`src/rtl/mult_arb_pkg.sv`:
```
`default_nettype none
// ============================================================================
// Module      : mult_arb_pkg
// Description : Shared types and widths for the two-requester multiplier
//               arbiter: FSM state encoding, owner ID, operand/product widths.
// Revision    : 1.0 - initial release
// ============================================================================
package mult_arb_pkg;

  localparam int OPND_W = 3;   // operand width
  localparam int PROD_W = 6;   // full product width, 7*7 = 49 fits
  localparam int CNT_W  = 4;   // wait counter, holds latencies 1..15

  typedef enum logic [1:0] {
    ST_IDLE    = 2'd0,
    ST_ISSUE   = 2'd1,
    ST_WAIT    = 2'd2,
    ST_RESPOND = 2'd3
  } state_t;

  typedef enum logic {
    OWNER_0 = 1'b0,
    OWNER_1 = 1'b1
  } owner_t;

endpackage
`default_nettype wire

```
`src/rtl/mult_arb_pick.sv`:
```
`default_nettype none
// ============================================================================
// Module      : mult_arb_pick
// Description : Winner selection between two requesters. Produces a one-hot
//               grant from the two VALIDs. With MULT_ARB_RR_EN defined a
//               round-robin pointer breaks ties in favour of the requester
//               not granted last; otherwise REQ0 always wins a tie and no
//               pointer state exists.
// Revision    : 1.0 - initial release
// ============================================================================
module mult_arb_pick
  import mult_arb_pkg::*;
(
`ifdef MULT_ARB_RR_EN
  input  logic       clk,
  input  logic       rst_n,
  input  logic       grant_en,
`endif
  input  logic       valid0,
  input  logic       valid1,
  output logic [1:0] grant
);

`ifdef MULT_ARB_RR_EN
  owner_t ptr_q;
  owner_t ptr_d;

  // Tie goes to the requester the pointer favours; single requests pass through
  always_comb begin
    grant = {valid1, valid0};
    if (valid0 && valid1) begin
      grant = (ptr_q == OWNER_1) ? 2'b10 : 2'b01;
    end
  end

  // After each grant the other requester gets priority on the next tie
  always_comb begin
    ptr_d = ptr_q;
    if (grant_en) begin
      ptr_d = grant[0] ? OWNER_1 : OWNER_0;
    end
  end

  // Pointer register; reset favours REQ0
  always_ff @(posedge clk or negedge rst_n) begin
    if (!rst_n) begin
      ptr_q <= OWNER_0;
    end else begin
      ptr_q <= ptr_d;
    end
  end
`else
  // Fixed priority: REQ0 wins whenever it is valid
  always_comb begin
    grant = {valid1 & ~valid0, valid0};
  end
`endif

endmodule
`default_nettype wire

```
`src/rtl/mult_share_arbiter.sv`:
```
`default_nettype none
// ============================================================================
// Module      : mult_share_arbiter
// Description : Shares one external 3x3 multiplier between two requesters.
//               IDLE accepts one operand pair, ISSUE pulses MULT_GO, WAIT
//               counts MULT_LATENCY cycles then captures MULT_F_REG, RESPOND
//               holds the owner's response until it is taken.
//               Optional build macro: MULT_ARB_RR_EN (round-robin ties).
// Revision    : 1.0 - initial release
// ============================================================================
module mult_share_arbiter
  import mult_arb_pkg::*;
#(
  parameter int MULT_LATENCY = 10
) (
  input  logic              SYS_CLOCK,
  input  logic              FSM_ARESET_N,
  input  logic              REQ0_VALID,
  input  logic              REQ1_VALID,
  input  logic [OPND_W-1:0] REQ0_A,
  input  logic [OPND_W-1:0] REQ0_B,
  input  logic [OPND_W-1:0] REQ1_A,
  input  logic [OPND_W-1:0] REQ1_B,
  output logic              REQ0_READY,
  output logic              REQ1_READY,
  output logic              RSP0_VALID,
  output logic              RSP1_VALID,
  output logic [PROD_W-1:0] RSP0_F,
  output logic [PROD_W-1:0] RSP1_F,
  input  logic              RSP0_READY,
  input  logic              RSP1_READY,
  output logic              MULT_GO,
  output logic [OPND_W-1:0] MULT_A,
  output logic [OPND_W-1:0] MULT_B,
  input  logic [PROD_W-1:0] MULT_F_REG,
  output logic              BUSY
);

  localparam logic [CNT_W-1:0] CNT_LOAD = CNT_W'(MULT_LATENCY);

  // Reject latencies the wait counter cannot represent
  if (MULT_LATENCY < 1 || MULT_LATENCY > 15) begin : g_bad_latency
    $error("mult_share_arbiter: MULT_LATENCY must be in 1..15");
  end

  state_t              state_q;
  state_t              state_d;
  owner_t              owner_q;
  owner_t              owner_d;
  logic [OPND_W-1:0]   a_q;
  logic [OPND_W-1:0]   a_d;
  logic [OPND_W-1:0]   b_q;
  logic [OPND_W-1:0]   b_d;
  logic [CNT_W-1:0]    cnt_q;
  logic [CNT_W-1:0]    cnt_d;
  logic [PROD_W-1:0]   result_q;
  logic [PROD_W-1:0]   result_d;
  logic [1:0]          grant;
  logic                accept;
  logic                own_rsp_ready;

  assign accept        = (state_q == ST_IDLE) && (REQ0_VALID || REQ1_VALID);
  assign own_rsp_ready = (owner_q == OWNER_1) ? RSP1_READY : RSP0_READY;

  mult_arb_pick u_pick (
`ifdef MULT_ARB_RR_EN
    .clk      (SYS_CLOCK),
    .rst_n    (FSM_ARESET_N),
    .grant_en (accept),
`endif
    .valid0   (REQ0_VALID),
    .valid1   (REQ1_VALID),
    .grant    (grant)
  );

  // FSM state register
  always_ff @(posedge SYS_CLOCK or negedge FSM_ARESET_N) begin
    if (!FSM_ARESET_N) begin
      state_q <= ST_IDLE;
    end else begin
      state_q <= state_d;
    end
  end

  // Next-state: one operation at a time, return to IDLE before a new accept
  always_comb begin
    state_d = state_q;
    case (state_q)
      ST_IDLE:    if (accept)          state_d = ST_ISSUE;
      ST_ISSUE:                        state_d = ST_WAIT;
      ST_WAIT:    if (cnt_q == '0)     state_d = ST_RESPOND;
      ST_RESPOND: if (own_rsp_ready)   state_d = ST_IDLE;
      default:                         state_d = ST_IDLE;
    endcase
  end

  // FSM outputs: handshakes and the single-cycle multiplier start
  always_comb begin
    BUSY       = 1'b1;
    MULT_GO    = 1'b0;
    REQ0_READY = 1'b0;
    REQ1_READY = 1'b0;
    RSP0_VALID = 1'b0;
    RSP1_VALID = 1'b0;
    case (state_q)
      ST_IDLE: begin
        BUSY       = 1'b0;
        REQ0_READY = grant[0];
        REQ1_READY = grant[1];
      end
      ST_ISSUE: begin
        MULT_GO    = 1'b1;
      end
      ST_RESPOND: begin
        RSP0_VALID = (owner_q == OWNER_0);
        RSP1_VALID = (owner_q == OWNER_1);
      end
      default: begin
        BUSY       = 1'b1;
      end
    endcase
  end

  // Datapath: capture winner's operands, run the wait counter, latch product
  always_comb begin
    owner_d  = owner_q;
    a_d      = a_q;
    b_d      = b_q;
    cnt_d    = cnt_q;
    result_d = result_q;
    if (accept) begin
      owner_d = grant[1] ? OWNER_1 : OWNER_0;
      a_d     = grant[1] ? REQ1_A : REQ0_A;
      b_d     = grant[1] ? REQ1_B : REQ0_B;
    end
    if (state_q == ST_ISSUE) begin
      cnt_d = CNT_LOAD;
    end
    if (state_q == ST_WAIT) begin
      if (cnt_q == '0) begin
        result_d = MULT_F_REG;
      end else begin
        cnt_d = cnt_q - 1'b1;
      end
    end
  end

  // Datapath registers; operands double as the held multiplier inputs
  always_ff @(posedge SYS_CLOCK or negedge FSM_ARESET_N) begin
    if (!FSM_ARESET_N) begin
      owner_q  <= OWNER_0;
      a_q      <= '0;
      b_q      <= '0;
      cnt_q    <= '0;
      result_q <= '0;
    end else begin
      owner_q  <= owner_d;
      a_q      <= a_d;
      b_q      <= b_d;
      cnt_q    <= cnt_d;
      result_q <= result_d;
    end
  end

  assign MULT_A = a_q;
  assign MULT_B = b_q;
  assign RSP0_F = result_q;
  assign RSP1_F = result_q;

endmodule
`default_nettype wire

```
`config.mk`:
```
export PLATFORM = sky130hd
export DESIGN_NAME = mult_share_arbiter
export DESIGN_NICKNAME = d
export VERILOG_FILES = /design/src/rtl/mult_arb_pkg.sv /design/src/rtl/mult_arb_pick.sv /design/src/rtl/mult_share_arbiter.sv
export SDC_FILE = /design/constraint.sdc
export NUM_CORES = 1
export LEC_CHECK = 0
export ABC_AREA = 1
export BUFFER_PORTS_ARGS = -buffer_cell sky130_fd_sc_hd__clkbuf_2
export CORE_MARGIN = 4
export CORE_UTILIZATION = 46
export CTS_BUF_LIST = sky130_fd_sc_hd__clkbuf_4 sky130_fd_sc_hd__clkbuf_8 sky130_fd_sc_hd__clkbuf_16
export CTS_CLUSTER_DIAMETER = 50
export DETAILED_ROUTE_END_ITERATION = 7
export GPL_ROUTABILITY_DRIVEN = 0
export GPL_TIMING_DRIVEN = 0
export PLACE_DENSITY = 0.75
export REMOVE_ABC_BUFFERS = 1
export SLEW_MARGIN = 30
export SYNTH_ARGS = -nofsm -noshare
export SYNTH_HDL_FRONTEND = slang
export SYNTH_SLANG_ARGS = --single-unit
```
`constraint.sdc`:
```
create_clock -name SYS_CLOCK -period 1.7 [get_ports SYS_CLOCK]
set_input_delay 0.255 -clock SYS_CLOCK [delete_from_list [all_inputs] [get_ports SYS_CLOCK]]
set_output_delay 0.255 -clock SYS_CLOCK [all_outputs]
set_load 0.01 [all_outputs]
```
==> qor.log <==
[cells_and_area] most common cell after layout, fill and taps aside clkbuf_2
[sta] least setup slack across all paths after layout 0.09676 ns
[global_route] number of global-route vias before repair 949
[cells_and_area] antenna fix cells 0
[run] max_cap viols 0
[sta] Highest Clock Rate 623.7 MHz
[min_path] kind of path behind the tightest hold check primary input to register
[pwr] sequential fraction of design power 35.0%
[cells_and_area] most frequent cells in the layout clkbuf_2, nand2_1, inv_1
[pwr] internal cell power 1.286 mW
[floorplanning] count of standard-cell rows 17
[floorplanning] starting density of the core 49.00%
[placement] cell total after placement 204
[pwr] Total Power Consumption 2.329 mW
[cts] cts bufs inserted 3
[global_route] pin count of the biggest net entering global routing 20
[min_path] instance count along the most critical hold path 3
[pwr] leak pwr 0.7801 nW
[routing] average routed wire per standard cell 11.04 um
[placement] number of buffers added on ports 47
[yosys] flops & latches, synth 19
[sta] pin slew with the least headroom to its limit 0.4814 ns
[pwr] Clk network pwr share 10.1%
[sta] total negative setup slack 0 ns
[global_route] total overflow reported by the global router 0
[worst_setup_path] sort of element at the end of the critical path output pin
[yosys] sequential-to-total area share from yosys stat 43.04%
[yosys] count of cell types in the netlist 21
[pwr] Max IR drop VDD 0.0009216 V
[sta] clock skew after layout 0.007226 ns
[routing] iteration-0 DRC count of the detailed router 18
[routing] per-cell via count in the routed design 4.863
[cells_and_area] combined area of the multi-input logic cells 485.5 sq um
[sta] RSZ-0062 raised after global routing false
[global_route] total track usage 14.86%
[sta] final critical-path required period 1.603 ns
[yosys] cell area after technology mapping 1105 sq um
[routing] vias post-DR 1026
[routing] DRC Markers 0
[outcome] outcome finished clean
[sta] Slew Viols, Final 0
[worst_setup_path] largest driver fanout on the critical path 5
[worst_setup_path] terminus of the critical flop-to-flop path RSP0_F[1]$_DFFE_PN0P_
[routing] Antenna Violating Nets Remaining 0
[placement] HPWL Detailed 1881 um
[worst_setup_path] r2r setup slk 0.17 ns
[cts] clock tree from TritonCTS built
[worst_setup_path] origin of the critical flop-to-flop path state_q[0]$_DFFE_PN0P_
[yosys] Mean Syn Cell Area 8.124 sq um
[cts] cell at the root of the clock tree clkbuf_4
[pwr] switch share 44.80%
[cells_and_area] share of post-route cells with drive strength above 1 40.44%
[placement] Place WS 0.1513 ns
[worst_setup_path] Critical Path Source Type register
[worst_setup_path] startpoint-to-endpoint class of the critical path register to output pin
[cts] clk sinks 19
[worst_setup_path] arrival time worst endpoint 1.35 ns
[floorplanning] IO Pins 48
[routing] total length of routed wires 2329 um
[floorplanning] horizontal die dimension 57.01 um
[cts] Clk Latency, worst-skew pair 0.31 ns
[floorplanning] core area 2255 sq um
[sta] hold violation count in the final report 0
[pwr] switching power total 1.044 mW
[floorplanning] die height 57.01 um
[worst_setup_path] Worst R2R Path Depth 5
[cells_and_area] FF+latch area 475.5 sq um
[min_path] start point of the worst hold path MULT_F_REG[2]
[pwr] total power density per cell area 1696 nW/um^2
[sta] final setup vio count 0
[cts] Clk pin slew, worst setup/hold paths 0.11 ns
[pwr] combinational power share 54.9%
[cells_and_area] filler-free cell count of the finished design 211
[worst_setup_path] CP required 1.44 ns
[yosys] cell count after synthesis 136
[global_route] first-pass GRT wire length 3857 um
[cells_and_area] fin nets 213
[cts] Max clock buf depth 2
[cts] H-tree Lvls 1
[yosys] yosys synthesis warning count 0
[min_path] sink of the worst hold path RSP0_F[2]$_DFFE_PN0P_
[sta] relative max-transition margin 67.91%
[floorplanning] overall die area 3250 sq um
[cells_and_area] P&R area growth vs syn 24.35%
[sta] portion of the clock cycle consumed by the worst path in the final layout 94.31%
[cells_and_area] Fillers 221
[global_route] number of antenna violations at the first check in global routing 0
[routing] First-pass DRT Iterations 4
-- worst max-delay path by stage --
| stage | cells after the start | endpoint | slack [ns] | startpoint |
|---|---|---|---|---|
| after global placement | 5 | RSP0_F[0]$_DFFE_PN0P_ | 0.21 | state_q[0]$_DFFE_PN0P_ |
| after CTS | 5 | REQ1_READY | 0.03 | state_q[0]$_DFFE_PN0P_ |
| after detailed placement | 5 | RSP0_F[1]$_DFFE_PN0P_ | 0.15 | state_q[0]$_DFFE_PN0P_ |
| final | 5 | REQ1_READY | 0.1 | state_q[0]$_DFFE_PN0P_ |
| after global routing | 5 | REQ1_READY | 0.01 | state_q[0]$_DFFE_PN0P_ |
| after floorplan | 5 | RSP0_F[0]$_DFFE_PN0P_ | 0.35 | state_q[0]$_DFFE_PN0P_ |
-- cells in the mapped netlist, drive strengths merged --
master,count,share of area [%]
o21ai,22,12
nand4,2,1.1
nand3,9,5.0
inv,24,8.2
nor2,13,5.3
nand2,31,12
nor3,1,0.45
a21oi,2,1.9
o22ai,1,0.57
dfrtp,19,43
buf,7,5.1
ha,5,5.7
-- cell type report --
class,count,area share [%]
Multi-Input combinational cell,86,35.34
Sequential cell,19,34.61
Timing Repair Buffer,50,18.94
Inverter,24,6.557
Tap cell,28,2.550
Clock buffer,3,1.639
Clock inverter,1,0.3643
-- power by group through the flow --
stage | clock (mW) | sequential [mW] | combinational (mW)
after floorplan | 0 | 0.913 | 0.715
after global placement | 0 | 0.828 | 1.19
after detailed placement | 0 | 0.837 | 1.24
after CTS | 0.247 | 0.829 | 1.26
after global routing | 0.262 | 0.842 | 1.44
final | 0.235 | 0.816 | 1.28
-- timing repair --
item | CTS | global route
hold buffers | 1 | 0
setup endpoints to repair | 1 | 1
hold endpoints to repair | 19 | 0
setup buffers | 0 | 2
resized for setup | 2 | 0
-- logic make-up after synthesis --
| group | Yosys count | synth area share [%] |
|---|---|---|
| and+or+nand+nor | 56 | 23.56 |
| AOI/OAI and AO/OA | 25 | 14.50 |
| adders and majority gates | 5 | 5.663 |
| buffers and inverters | 31 | 13.25 |
| DFF | 19 | 43.04 |
-- routing by layer --
layer | vias up | routed length (um) | share of wire, % | track usage, %
met5 | - | 0 | 0 | 0
met4 | 0 | 55 | 2.4 | 7.947
met3 | 5 | 192 | 8.2 | 2.489
met2 | 41 | 1085 | 47 | 25.12
met1 | 462 | 994 | 43 | 17.96
li1 | 518 | - | - | -
-- worst max-delay path, cell delays in order, from the launching register on --
cell and delay (ns):
dfrtp_1 0.41, inv_1 0.09, ha_2 0.22, inv_2 0.08, nor2_1 0.10, clkbuf_2 0.14
-- stage by stage --
step / cell area [sq um] / util, % / hold WS [ns]
2_1_floorplan: 1049 / - / -0.04059
3_3_place_gp: 1319 / 58.49 / 0.2349
3_5_place_dp: 1319 / 58.49 / 0.2404
4_1_cts: 1359 / 60.27 / 0.1536
5_1_grt: 1374 / 60.93 / 0.1473
6_report: 1374 / 60.93 / 0.1648
-- flip-flops by register name, indices dropped and copies added, names as in the netlist --
signal	count
RSP0_F	6
cnt_q	4
MULT_A	3
MULT_B	3
state_q	2
owner_q	1
(Power assumes the default switching activity.)
